`config.mk`:
```
export PLATFORM = sky130hd
export DESIGN_NAME = miriscv_data_arbiter
export DESIGN_NICKNAME = d
export VERILOG_FILES = /design/src/rtl/miriscv_mem_pkg.sv /design/src/rtl/miriscv_rr_picker.sv /design/src/rtl/miriscv_data_arbiter.sv
export SDC_FILE = /design/constraint.sdc
export NUM_CORES = 1
export LEC_CHECK = 0
export BUFFER_PORTS_ARGS = -buffer_cell sky130_fd_sc_hd__clkbuf_2
export CAP_MARGIN = 20
export CORE_AREA = 3 3 109 111
export CTS_BUF_LIST = sky130_fd_sc_hd__clkbuf_8
export DETAILED_ROUTE_END_ITERATION = 12
export DIE_AREA = 0 0 112 114
export PLACE_DENSITY_LB_ADDON = 0.3
export SLEW_MARGIN = 15
export SYNTH_ARGS = -nofsm -noshare
export SYNTH_HDL_FRONTEND = slang
export SYNTH_HIERARCHICAL = 1
export SYNTH_SLANG_ARGS = --single-unit
```
`constraint.sdc`:
```
create_clock -name clk_i -period 1.7 [get_ports clk_i]
set_clock_uncertainty 0.05 [all_clocks]
set_input_delay 0.17 -clock clk_i [delete_from_list [all_inputs] [get_ports clk_i]]
set_output_delay 0.17 -clock clk_i [all_outputs]
set_load 0.02 [all_outputs]
```
`src/rtl/miriscv_mem_pkg.sv`:
```
// miriscv_mem_pkg: shared request record and requester indices for the data-port arbiter
package miriscv_mem_pkg;

  typedef struct packed {
    logic        we;
    logic [3:0]  be;
    logic [31:0] addr;
    logic [31:0] wdata;
  } mem_req_t;

  localparam int REQ_CORE = 0;
  localparam int REQ_EXT  = 1;
  localparam int NREQ_MAX = 4;

endpackage

```
`src/rtl/miriscv_rr_picker.sv`:
```
// miriscv_rr_picker: one-hot pick of the first requester at or after ptr_i, wrapping
//   req_i  : request vector
//   ptr_i  : index with the highest priority this cycle
//   pick_o : one-hot pick, zero when nobody requests
module miriscv_rr_picker #(
  parameter int NREQ = 2,
  parameter int PW   = 1
) (
  input  logic [NREQ-1:0] req_i,
  input  logic [PW-1:0]   ptr_i,
  output logic [NREQ-1:0] pick_o
);
  // Walk from the far end back to ptr so the nearest requester is written last and wins.
  always_comb begin
    pick_o = '0;
    for (int k = NREQ - 1; k >= 0; k--) begin
      if (req_i[(int'(ptr_i) + k) % NREQ]) pick_o = NREQ'(1) << ((int'(ptr_i) + k) % NREQ);
    end
  end
endmodule

```
`src/rtl/miriscv_data_arbiter.sv`:
```
// miriscv_data_arbiter: round-robin arbiter with bounded locking for the shared RAM data port
//   clk_i/rst_i            : clock, asynchronous active-high reset
//   req_i/we_i/be_i/addr_i/wdata_i/lock_i : per-requester access and lock request
//   gnt_o                  : one-hot grant, same cycle as the RAM access
//   rvalid_o/rdata_o       : one-hot response and read data, one cycle after the grant
//   ram_*                  : RAM data port, mirrors the granted requester
module miriscv_data_arbiter
  import miriscv_mem_pkg::*;
#(
  parameter int NREQ     = 2,
  parameter int MAX_LOCK = 8
) (
  input  logic                  clk_i,
  input  logic                  rst_i,
  input  logic [NREQ-1:0]       req_i,
  input  logic [NREQ-1:0]       we_i,
  input  logic [NREQ-1:0][3:0]  be_i,
  input  logic [NREQ-1:0][31:0] addr_i,
  input  logic [NREQ-1:0][31:0] wdata_i,
  input  logic [NREQ-1:0]       lock_i,
  output logic [NREQ-1:0]       gnt_o,
  output logic [NREQ-1:0]       rvalid_o,
  output logic [31:0]           rdata_o,
  output logic                  ram_req_o,
  output logic                  ram_we_o,
  output logic [3:0]            ram_be_o,
  output logic [31:0]           ram_addr_o,
  output logic [31:0]           ram_wdata_o,
  input  logic [31:0]           ram_rdata_i
);
  localparam int PW = (NREQ > 1) ? $clog2(NREQ) : 1;
  localparam int CW = $clog2(MAX_LOCK + 1);
  logic [PW-1:0]   ptr_q, ptr_d, owner_q, owner_d, gidx;
  logic            owner_vld_q, owner_vld_d, hold, any;
  logic [CW-1:0]   lock_cnt_q, lock_cnt_d;
  logic [NREQ-1:0] rvalid_q, rvalid_d, pick;
  logic [31:0]     rdata_q, rdata_d;
  mem_req_t        reqs [NREQ];
  mem_req_t        sel;
  miriscv_rr_picker #(.NREQ(NREQ), .PW(PW)) u_picker (
    .req_i (req_i),
    .ptr_i (ptr_q),
    .pick_o(pick)
  );
  // The owner keeps the port until its budget is spent; at MAX_LOCK it falls back to round-robin.
  always_comb begin
    for (int i = 0; i < NREQ; i++) reqs[i] = '{we: we_i[i], be: be_i[i], addr: addr_i[i], wdata: wdata_i[i]};
    hold  = owner_vld_q && req_i[owner_q] && (lock_cnt_q < CW'(MAX_LOCK));
    gnt_o = rst_i ? '0 : hold ? NREQ'(1) << owner_q : pick;
    any   = |gnt_o;
    gidx  = '0;
    for (int i = 0; i < NREQ; i++) if (gnt_o[i]) gidx = PW'(i);
    sel   = any ? reqs[gidx] : '0;
  end
  assign ram_req_o   = any;
  assign ram_we_o    = sel.we;
  assign ram_be_o    = sel.be;
  assign ram_addr_o  = sel.addr;
  assign ram_wdata_o = sel.wdata;
  assign rvalid_o    = rvalid_q;
  assign rdata_o     = rdata_q;
  // A lock taken via forced release or by a new owner restarts at 1; only a held owner counts up.
  always_comb begin
    ptr_d       = any ? PW'((int'(gidx) + 1) % NREQ) : ptr_q;
    owner_vld_d = any && lock_i[gidx];
    owner_d     = owner_vld_d ? gidx : '0;
    lock_cnt_d  = !owner_vld_d ? '0 : hold ? lock_cnt_q + CW'(1) : CW'(1);
    rvalid_d    = gnt_o;
    rdata_d     = any ? (sel.we ? '0 : ram_rdata_i) : rdata_q;
  end
  always_ff @(posedge clk_i or posedge rst_i) begin
    if (rst_i) begin
      ptr_q       <= '0;
      owner_q     <= '0;
      owner_vld_q <= 1'b0;
      lock_cnt_q  <= '0;
      rvalid_q    <= '0;
      rdata_q     <= '0;
    end else begin
      ptr_q       <= ptr_d;
      owner_q     <= owner_d;
      owner_vld_q <= owner_vld_d;
      lock_cnt_q  <= lock_cnt_d;
      rvalid_q    <= rvalid_d;
      rdata_q     <= rdata_d;
    end
  end
endmodule

```
==> key figures, run 1 <==
Outcome
  • Outcome: finished, violations left
  • Violated checks: negative setup slack

Synthesis
  • Post-Synthesis Cells: around 350
  • Post-synth top area cell: dfrtp_1
  • Post-synthesis sequential area ratio: ~39%
  • Most frequent cells after synthesis: nand2_1 (139), a21oi_1 (69), dfrtp_1 (41)
  • Top cell type's share of synthesized area: 39.20%
  • Total number of yosys warnings: 6
  • Number of flops mapped to enable cells by yosys: 0
  • Mapped Area: around 2600 µm²
  • Synth cell types: 35
  • Top post-synthesis cells by area: dfrtp_1 (39%), nand2_1 (20%), a21oi_1 (13%), a22o_1 (10%), buf_2 (3.1%)
  • Top-count cell post-synth: nand2_1
  • Ys async rst share: 100.0%
  • #FFs+latches synth: 41
  • Synth Net Count: about 530
  • Post-Syn Area per Cell: ~7.5 µm²
  • Main synth FF type: dfrtp_1

GRT
  • Initial antenna violation count: 1
  • Vias in the first global route: between 3000 and 4000
  • GR Overflow Total: 0
  • First-pass GRT wire length: between 20 and 25 mm
  • Largest net degree at the start of global routing: 42
  • GRT Util Overall: roughly 20%

CTS
  • H-tree depth: 2
  • Clock transition at the registers of the reported paths: around 0.08 ns
  • Clock latency on the worst-skew pair: slightly below 0.3 ns
  • CTS Buf Count: 5
  • Clock Tree Root: clkbuf_8
  • CTS max path bufs: 2
  • Sink Count: 41
  • TritonCTS clock tree: built

Run
  • Max_cap viols: 0

Placement
  • Placed cells: a little under 800
  • Placer Congestion: around 0.92
  • Port bufs: around 280
  • DP Wirelength: 10.03 mm

Detailed routing
  • Vias: between 3000 and 4000
  • First-pass DRT Iterations: 4
  • WL/cell: about 17 µm
  • Routed wire length: between 10 and 15 mm
  • 1st-iter DRT viols: about 150
  • Routed Antenna Nets: 0
  • Via-to-Cell Ratio: about 4.7
  • DRC errors left: 0

Floorplan
  • Initial core utilization: 24.04%
  • Die H: 114 µm
  • Chip width: ~110 µm
  • Die area: between 10000 and 15000 µm²
  • Core area: around 11000 µm²
  • Ports: roughly 280
  • Std-Cell Rows: 38

Finish
  • Total Nets Final: 838
  • Share of cells above drive strength 1: around two thirds
  • Post-route non-filler standard cell count: between 800 and 900
  • Layout area overhead: 146.1%

Setup path
  • Crit Path Max Fanout: 22
  • CP max stage delay: 0.36 ns
  • Slowest cell on crit path: dfrtp_1
  • Crit Path Category: reg2out
  • Data required, critical path: between 1 and 1.5 ns
  • CP Launch Type: flip-flop
  • Crit end category: output port
  • Data arrival, critical path: 1.98 ns
  • CP Cell Sequence: inv_2 -> a21boi_4 -> buf_4 -> o211ai_4 -> buf_6 -> inv_8 -> buf_12 -> nand2_1 -> a21oi_4 -> clkbuf_8

STA
  • Worst slew pin tran: 0.5121 ns
  • Fmax: 455.2 MHz
  • Min cycle time layout: around 2.2 ns
  • Setup violations, final: around 110
  • Max-slew headroom: between 60% and 70%
  • Final Cycle Share: 129.2%
  • Setup_tns: -42.29 ns
  • RSZ-0062 raised after global routing: yes
  • Fin. Hold Viols: 0
  • Max-slew violation count: 0
  • Setup WS post-layout: -0.4968 ns

Hold path
  • Hold Path Class: in2reg

Power and ir drop
  • Overall power: 4.935 mW
  • VDD IR-drop max: between 700 and 800 µV
  • P_leak: around 3.1 nW
  • Pwr dens: between 700 and 800 nW/µm²
[logic make-up after synthesis]
group                    share of synthesized area, %
AO/OA/AOI/OAI                                   27.77
XOR/XNOR                                       0.3347
adder cells (fa/ha/maj)                        0.4779
buffers and inverters                           7.075
flip-flops                                      39.20
multiplexers                                   0.7648
AND/OR/NAND/NOR                                 24.38
[layout make-up]
class / instances / area [µm²]
Clock inverter: 2 / 37.54
Fill cell: 914 / 4447
Inverter: 6 / 38.79
Multi-Input combinational cell: 272 / 2328
Clock buffer: 6 / 82.58
Timing Repair Buffer: 335 / 2749
Antenna cell: 1 / 2.502
Tap cell: 140 / 175.2
Sequential cell: 41 / 1027
[what timing repair did]
action	in CTS	in global routing
gates cloned	3	6
hold buffers	0	0
buffers inserted	13	2
gates resized for setup	140	116
pin swaps	2	5
setup endpoints to repair	108	108
[final timing paths]
path / cells after the start / slack, ns / start / endpoint
worst max-delay path: 10 / -0.50 / ptr_q$_DFFE_PP0P_ / ram_wdata_o[26]
worst min-delay path: 2 / 0.03 / ram_rdata_i[24] / rdata_o[24]$_DFFE_PP0P_
worst max register to register: 10 / -0.34 / ptr_q$_DFFE_PP0P_ / rdata_o[19]$_DFFE_PP0P_
worst min register to register: 1 / 0.46 / rdata_o[16]$_DFFE_PP0P_ / rdata_o[16]$_DFFE_PP0P_
max in group asynchronous: 4 / 1.08 / rst_i / owner_vld_q$_DFF_PP0_
min in group asynchronous: 4 / 0.14 / rst_i / rdata_o[13]$_DFFE_PP0P_
[layer usage]
metal / global-route usage (%) / vias to the layer above / share of wire (%)
met5: 0 / - / 0
met4: 6.891 / 0 / 2.1
met3: 3.554 / 22 / 6.7
met2: 38.17 / 172 / 55
met1: 20.94 / 1792 / 36
li1: - / 1821 / -
[placed cells by master, fill, tap and decap left out, types with 3 or more instances in the layout]
master | synthesis | layout
a21oi_4 | 0 | 69
a22o_1 | 31 | 31
buf_12 | 0 | 7
buf_16 | 0 | 5
buf_4 | 4 | 27
buf_6 | 2 | 32
buf_8 | 0 | 35
clkbuf_16 | 0 | 6
clkbuf_2 | 0 | 209
clkbuf_8 | 0 | 19
dfrtp_1 | 41 | 40
nand2_1 | 139 | 120
nand2_2 | 0 | 19
nor2_1 | 3 | 3
[critical path: cells and delay by family, from the launching register on]
family	cells	cell delay, ns
AO/OA/AOI/OAI	3	0.43
buffers and inverters	6	0.75
flip-flops	1	0.36
AND/OR/NAND/NOR	1	0.12
[per-stage QoR]
step	cell area (µm²)	setup slack (ns)	hold slack [ns]	util, %
2_1_floorplan	3627	-0.2463	0.1096	-
6_report	6441	-0.4968	0.03333	59.16
3_3_place_gp	5197	-0.2068	0.3362	47.74
5_1_grt	6441	-0.5740	0.02829	59.16
3_5_place_dp	5197	-0.2304	0.3433	47.74
4_1_cts	6052	-0.5243	0.01589	55.58
[power by group]
group | switching [mW] | internal (mW) | total [mW]
clock | 0.332 | 0.477 | 0.809
sequential | 0.105 | 1.14 | 1.25
combinational | 1.50 | 1.38 | 2.88
[sequential cells by signal, indices dropped and copies added, names as in the netlist]
name,cells
owner_q,1
owner_vld_q,1
lock_cnt_q,4
rdata_o,32
rvalid_o,2
ptr_q,1
(Power assumes the default switching activity.)
==> run 2: changes to the inputs <==
Settings changed: CORE_AREA 3 3 109 111 to 2 2 108 110, DIE_AREA 0 0 112 114 to 0 0 110 112, MAX_ROUTING_LAYER from default to met4, SETUP_SLACK_MARGIN from default to 0.2.
==> run 2 against run 1 <==
Compared with the run above: the flow still finishes with violations (negative setup slack); via count increased by 1.8%; largest cell class unchanged; non-clock buffer count decreased by 4; critical path type unchanged; maximum frequency decreased by 4.3%; highest routed layer unchanged; sequential cell count unchanged; sequential share of layout area about the same.
==> key figures, run 2 (synthesized netlist as in run 1, its figures left out) <==
Detailed routing
  • Routed wire length: 14.69 mm (was 13.89 mm)
  • 1st-iter DRT viols: 159 (was 151)
  • WL/cell: 18.26 µm (was 17.30 µm)
  • Routed Antenna Nets: 0 (unchanged)
  • DRC errors left: 0 (unchanged)
  • Met1 wire length: 5.500 mm (was 4.981 mm)
  • Via-to-Cell Ratio: 4.822 (was 4.741)
  • Met2 wire length: 7.789 mm (was 7.682 mm)
  • DR top layer: met4 (unchanged)
  • First-pass DRT Iterations: 4 (unchanged)
  • Vias: 3877 (was 3807)
  • Met3 WL: 1.080 mm (was 931 µm)

Power and ir drop
  • VDD IR-drop max: 727.1 µV (was 740.7 µV)
  • Pwr dens: 770.2 nW/µm² (was 766.1 nW/µm²)
  • Overall power: 4.975 mW (was 4.935 mW)
  • P_leak: 3.099 nW (was 3.079 nW)

Finish
  • Commonest non-fill, non-tap cell in the layout: clkbuf_2 (unchanged)
  • Total Nets Final: 836 (was 838)
  • Fill count: 929 (was 914)
  • Layout area overhead: 146.8% (was 146.1%)
  • Commonest cells after routing, fill and taps aside: clkbuf_2 (215), nand2_1 (99), a21oi_4 (69), buf_6 (49), dfrtp_1 (39) (was clkbuf_2 (209), nand2_1 (120), a21oi_4 (69), dfrtp_1 (40), buf_8 (35))
  • Multi-input gate area: 2476 µm² (was 2328 µm²)
  • Post-route non-filler standard cell count: 804 (was 803)
  • Register Area: 1028 µm² (was 1027 µm²)
  • Cell area after layout: 6460 µm² (was 6441 µm²)
  • Share of cells above drive strength 1: 72.12% (was 68.28%)
  • Largest register FFs: 32 (unchanged)

Setup path
  • Data required, critical path: 1.48 ns (about the same)
  • CP max stage delay: 0.45 ns (was 0.36 ns)
  • Data arrival, critical path: 2.08 ns (was 1.98 ns)
  • CP Launch Type: flip-flop (unchanged)
  • Crit Path Category: reg2out (unchanged)
  • Crit Path Max Fanout: 8 (was 22)
  • Slowest cell on crit path: dfrtp_2 (was dfrtp_1)
  • CP Cell Sequence: and3b_2 -> o211ai_4 -> buf_4 -> buf_12 -> clkbuf_16 -> nand2_1 -> a21oi_4 -> buf_6 (was inv_2 -> a21boi_4 -> buf_4 -> o211ai_4 -> buf_6 -> inv_8 -> buf_12 -> nand2_1 -> a21oi_4 -> clkbuf_8)
  • Crit end category: output port (unchanged)

CTS
  • Clock Tree Root: clkbuf_8 (unchanged)
  • CTS max path bufs: 2 (unchanged)
  • Clock transition at the registers of the reported paths: 0.08 ns (about the same)
  • TritonCTS clock tree: built (unchanged)
  • CTS Buf Count: 5 (unchanged)
  • Hold Buf Count CTS: 0 (unchanged)
  • Sink Count: 41 (unchanged)
  • H-tree depth: 2 (unchanged)
  • Clock latency on the worst-skew pair: 0.29 ns (about the same)

Run
  • Max_cap viols: 0 (unchanged)

Placement
  • Placed cells: 763 (was 772)
  • Pre-CTS WS: -0.2377 ns (was -0.2304 ns)
  • Placed Area: 5090 µm² (was 5197 µm²)
  • Placer Congestion: 0.8868 (was 0.9212)
  • DP Wirelength: 8.913 mm (was 10.03 mm)
  • Port bufs: 281 (unchanged)

GRT
  • Vias in the first global route: 3558 (was 3984)
  • Initial antenna violation count: 1 (unchanged)
  • Largest net degree at the start of global routing: 42 (unchanged)
  • First-pass GRT wire length: 17.45 mm (was 20.22 mm)
  • GR Overflow Total: 0 (unchanged)
  • GRT Util Overall: 18.60% (was 19.54%)

STA
  • Setup WS post-layout: -0.5956 ns (was -0.4968 ns)
  • Setup_tns: -47.09 ns (was -42.29 ns)
  • Min cycle time layout: 2.296 ns (was 2.197 ns)
  • Fmax: 435.6 MHz (was 455.2 MHz)
  • Final Cycle Share: 135.0% (was 129.2%)
  • Worst slew pin tran: 0.5015 ns (was 0.5121 ns)
  • Max-slew headroom: 66.57% (was 65.86%)
  • Fin. Hold Viols: 0 (unchanged)
  • Max-slew violation count: 0 (unchanged)
  • Setup violations, final: 110 (was 108)
  • RSZ-0062 raised after global routing: yes (unchanged)

Floorplan
  • Std-Cell Rows: 39 (was 38)
  • Ports: 282 (unchanged)
  • Initial core utilization: 23.42% (was 24.04%)
  • Chip width: 110 µm (was 112 µm)
  • Die H: 112 µm (was 114 µm)
  • Core area: 11170 µm² (was 10890 µm²)
  • Die area: 12320 µm² (was 12770 µm²)

Outcome
  • Violated checks: negative setup slack (unchanged)
  • Outcome: finished, violations left (unchanged)

Hold path
  • Hold Path Class: in2reg (unchanged)
run 2: changes by cell type in the layout (fill, tap and decap cells not counted), moves of 5 or more:
cell,change
nand2_2,+14
nand2_1,-21
buf_6,+17
clkbuf_16,+5
clkbuf_8,-6
buf_8,-24
clkbuf_2,+6
nand2_4,+7
run 2: timing repair:
item                                   in CTS  in global routing
gates resized for setup                    50                211
gates cloned                                2                 22
pin swaps                                   1                  5
setup endpoints to repair                 110                111
endpoints found under the hold margin       0                  0
buffers inserted                            1                  7
run 2: worst max-delay path: cells and delay by family, from the launching register on:
kind                   cells  cell delay, ns
buffers and inverters      4            0.62
AOI/OAI and AO/OA          2            0.37
DFF                        1            0.45
and+or+nand+nor            2            0.34
run 2: area by class of cell:
type | instances | share of cell area [%]
Clock buffer | 6 | 1.278
Timing Repair Buffer | 331 | 40.48
Tap cell | 143 | 2.770
Inverter | 6 | 0.6004
Clock inverter | 2 | 0.5811
Sequential cell | 41 | 15.92
Multi-Input combinational cell | 274 | 38.33
Antenna cell | 1 | 0.03874
run 2: final timing paths:
kind                                    startpoint                       to  slack, ns  cells after the start
setup / recovery             owner_vld_q$_DFF_PP0_              ram_be_o[1]      -0.60                      8
hold / removal                     ram_rdata_i[12]  rdata_o[12]$_DFFE_PP0P_       0.03                      2
setup reg to reg             owner_vld_q$_DFF_PP0_   rdata_o[2]$_DFFE_PP0P_      -0.34                      8
hold reg to reg            lock_cnt_q[0]$_DFF_PP0_  lock_cnt_q[0]$_DFF_PP0_       0.45                      1
max in group asynchronous                    rst_i        owner_q$_DFF_PP0_       1.08                      4
min in group asynchronous                    rst_i  lock_cnt_q[3]$_DFF_PP0_       0.16                      4
run 2: through the flow:
stage	hold WS (ns)	util [%]
5_1_grt	0.02552	57.81
3_3_place_gp	0.3375	45.55
4_1_cts	0.01968	48.91
2_1_floorplan	0.1096	-
3_5_place_dp	0.3431	45.55
6_report	0.03422	57.81
run 2: metal layers:
metal	track usage (%)	up-vias
met5	-	-
met4	5.570	0
met3	3.396	26
met2	33.25	208
met1	20.64	1821
li1	-	1822
run 2: power by group:
group | internal (mW) | switching, mW | total (mW)
Sequential | 1.14 | 0.107 | 1.25
Combinational | 1.35 | 1.56 | 2.91
Clock | 0.477 | 0.336 | 0.814
Total | 2.97 | 2.00 | 4.98
==> run 3: changes to the inputs <==
--- a/constraint.sdc
+++ b/constraint.sdc
@@ -3,3 +3,3 @@
 set_input_delay 0.17 -clock clk_i [delete_from_list [all_inputs] [get_ports clk_i]]
 set_output_delay 0.17 -clock clk_i [all_outputs]
-set_load 0.02 [all_outputs]
+set_load 0.01 [all_outputs]
==> run 3 against run 2 <==
Compared with the run above: the flow still finishes with violations (negative setup slack); utilization fell by 9.3 points; design area fell by 16%; total power fell by 18%; worst hold slack improved by 0.0084 ns; register-to-register slack barely moved; cell count fell by 0.75%; clock-buffer cell count fell by 1; first-iteration DRC count rose by 26%; sequential cell count did not move; non-clock buffer count fell by 3; routed wire length fell by 15%; sequential power barely moved; critical path type unchanged; largest cell class unchanged.
==> key figures, run 3 (synthesized netlist as in run 1, its figures left out) <==
CTS
  • Clock Tree Root: clkbuf_8 (unchanged)
  • CTS Buf Count: 5 (unchanged)
  • TritonCTS clock tree: built (unchanged)
  • Sink Count: 41 (unchanged)
  • H-tree depth: 2 (unchanged)
  • CTS max path bufs: 2 (unchanged)
  • Clock latency on the worst-skew pair: 0.29 ns (about the same)
  • Clock transition at the registers of the reported paths: 0.08 ns (about the same)

Detailed routing
  • DRC errors left: 0 (unchanged)
  • Via-to-Cell Ratio: 4.655 (was 4.822)
  • Vias: 3715 (was 3877)
  • Routed Antenna Nets: 0 (unchanged)
  • WL/cell: 15.68 µm (was 18.26 µm)
  • Routed wire length: 12.51 mm (was 14.69 mm)
  • 1st-iter DRT viols: 201 (was 159)
  • First-pass DRT Iterations: 4 (unchanged)

GRT
  • GRT Util Overall: 18.03% (was 18.60%)
  • Largest net degree at the start of global routing: 42 (unchanged)
  • First-pass GRT wire length: 17.12 mm (was 17.45 mm)
  • Initial antenna violation count: 0 (was 1)
  • GR Overflow Total: 0 (unchanged)
  • Vias in the first global route: 3522 (was 3558)

Power and ir drop
  • VDD IR-drop max: 504.2 µV (was 727.1 µV)
  • Pwr dens: 753.2 nW/µm² (was 770.2 nW/µm²)
  • P_leak: 2.866 nW (was 3.099 nW)
  • Overall power: 4.085 mW (was 4.975 mW)

STA
  • Final Cycle Share: 126.0% (was 135.0%)
  • Fin. Hold Viols: 0 (unchanged)
  • Setup WS post-layout: -0.4426 ns (was -0.5956 ns)
  • Worst slew pin tran: 0.5224 ns (was 0.5015 ns)
  • RSZ-0062 raised after global routing: yes (unchanged)
  • Max-slew violation count: 0 (unchanged)
  • Hold Slack: 0.04262 ns (was 0.03422 ns)
  • Max-slew headroom: 65.17% (was 66.57%)
  • Min cycle time layout: 2.143 ns (was 2.296 ns)
  • Setup violations, final: 109 (was 110)
  • Setup_tns: -38.65 ns (was -47.09 ns)
  • Fmax: 466.7 MHz (was 435.6 MHz)

Floorplan
  • Initial core utilization: 23.42% (unchanged)
  • Die area: 12320 µm² (unchanged)
  • Chip width: 110 µm (unchanged)
  • Core area: 11170 µm² (unchanged)
  • Ports: 282 (unchanged)
  • Die H: 112 µm (unchanged)
  • Std-Cell Rows: 39 (unchanged)

Finish
  • Antenna cells: 0 (was 1)
  • Post-route non-filler standard cell count: 798 (was 804)
  • Largest register FFs: 32 (unchanged)
  • Register Area: 1027 µm² (was 1028 µm²)
  • Layout area overhead: 107.2% (was 146.8%)
  • Total Nets Final: 831 (was 836)
  • Share of cells above drive strength 1: 70.69% (was 72.12%)
  • Multi-input gate area: 1926 µm² (was 2476 µm²)
  • Commonest cells after routing, fill and taps aside: clkbuf_2 (233), nand2_1 (101), a21oi_2 (58), buf_2 (45), dfrtp_1 (40) (was clkbuf_2 (215), nand2_1 (99), a21oi_4 (69), buf_6 (49), dfrtp_1 (39))
  • Commonest non-fill, non-tap cell in the layout: clkbuf_2 (unchanged)
  • Fill count: 1080 (was 929)

Placement
  • DP Wirelength: 8.561 mm (was 8.913 mm)
  • Port bufs: 281 (unchanged)
  • Placer Congestion: 0.8747 (was 0.8868)
  • Placed cells: 764 (was 763)
  • Pre-CTS WS: -0.1208 ns (was -0.2377 ns)

Setup path
  • CP max stage delay: 0.40 ns (was 0.45 ns)
  • CP Launch Type: flip-flop (unchanged)
  • CP Cell Sequence: inv_2 -> a21boi_2 -> buf_6 -> o211ai_4 -> buf_6 -> clkbuf_16 -> nand2_1 -> a21oi_2 -> buf_2 (was and3b_2 -> o211ai_4 -> buf_4 -> buf_12 -> clkbuf_16 -> nand2_1 -> a21oi_4 -> buf_6)
  • Crit Path Category: reg2out (unchanged)
  • Data arrival, critical path: 1.92 ns (was 2.08 ns)
  • Data required, critical path: 1.48 ns (about the same)
  • Slowest cell on crit path: dfrtp_1 (was dfrtp_2)
  • Crit Path Max Fanout: 6 (was 8)
  • FF-to-FF path depth: 8 (unchanged)
  • Crit end category: output port (unchanged)
  • Crit-path most repeated cell: buf_6

Hold path
  • Hold Path Class: in2reg (unchanged)
  • Hold path depth: 2 (unchanged)

Outcome
  • Violated checks: negative setup slack (unchanged)
  • Outcome: finished, violations left (unchanged)

Run
  • Max_cap viols: 0 (unchanged)
-- run 3: repair_timing --
action                                  CTS  global route
buffers inserted                         13             2
pin swaps                                24             8
hold buffers                              0             0
gates resized for setup                  31            93
cloned                                    5             6
endpoints found under the hold margin     0             0
endpoints found under the setup margin  110           111
-- run 3: metal layers --
metal | vias to the layer above | share of wire [%] | global-route usage [%] | routed length, µm
met5 | - | 0 | - | 0
met4 | 0 | 1.9 | 4.726 | 241
met3 | 20 | 6.8 | 3.162 | 848
met2 | 170 | 52 | 32.68 | 6506
met1 | 1721 | 39 | 19.97 | 4917
li1 | 1804 | - | - | -
-- run 3: path summary, 6_finish.rpt --
path | from | endpoint | slack (ns)
setup / recovery | ptr_q$_DFFE_PP0P_ | ram_wdata_o[23] | -0.44
hold / removal | ram_rdata_i[31] | rdata_o[31]$_DFFE_PP0P_ | 0.04
setup reg to reg | lock_cnt_q[3]$_DFF_PP0_ | rdata_o[3]$_DFFE_PP0P_ | -0.35
hold reg to reg | lock_cnt_q[0]$_DFF_PP0_ | lock_cnt_q[0]$_DFF_PP0_ | 0.44
max in group asynchronous | rst_i | owner_vld_q$_DFF_PP0_ | 1.09
min in group asynchronous | rst_i | rdata_o[16]$_DFFE_PP0P_ | 0.13
-- run 3: through the flow --
stage / utilization, % / instance area (µm²)
finish: 48.53 / 5423
CTS: 46.00 / 5140
floorplan: - / 3067
detailed placement: 41.82 / 4673
global placement: 41.82 / 4673
global route: 48.53 / 5423
-- run 3: worst max-delay path: cells and delay by family, from the launching register on --
family                 cells  cell delay, ns
AO/OA/AOI/OAI              3            0.47
flip-flops                 1            0.40
buffers and inverters      5            0.69
AND/OR/NAND/NOR            1            0.07
-- run 3: final cells by class --
class / count / area share (%)
Timing Repair Buffer: 328 / 39.57
Multi-Input combinational cell: 272 / 35.51
Sequential cell: 41 / 18.94
Tap cell: 143 / 3.300
Clock buffer: 5 / 1.269
Clock inverter: 3 / 0.7845
Inverter: 6 / 0.6230
-- run 3: power breakdown --
group / leakage, nW / internal, mW / total (mW) / switching (mW)
logic: 2.26 / 1.02 / 2.05 / 1.03
clock network: 0.0595 / 0.435 / 0.781 / 0.346
registers: 0.543 / 1.14 / 1.25 / 0.107
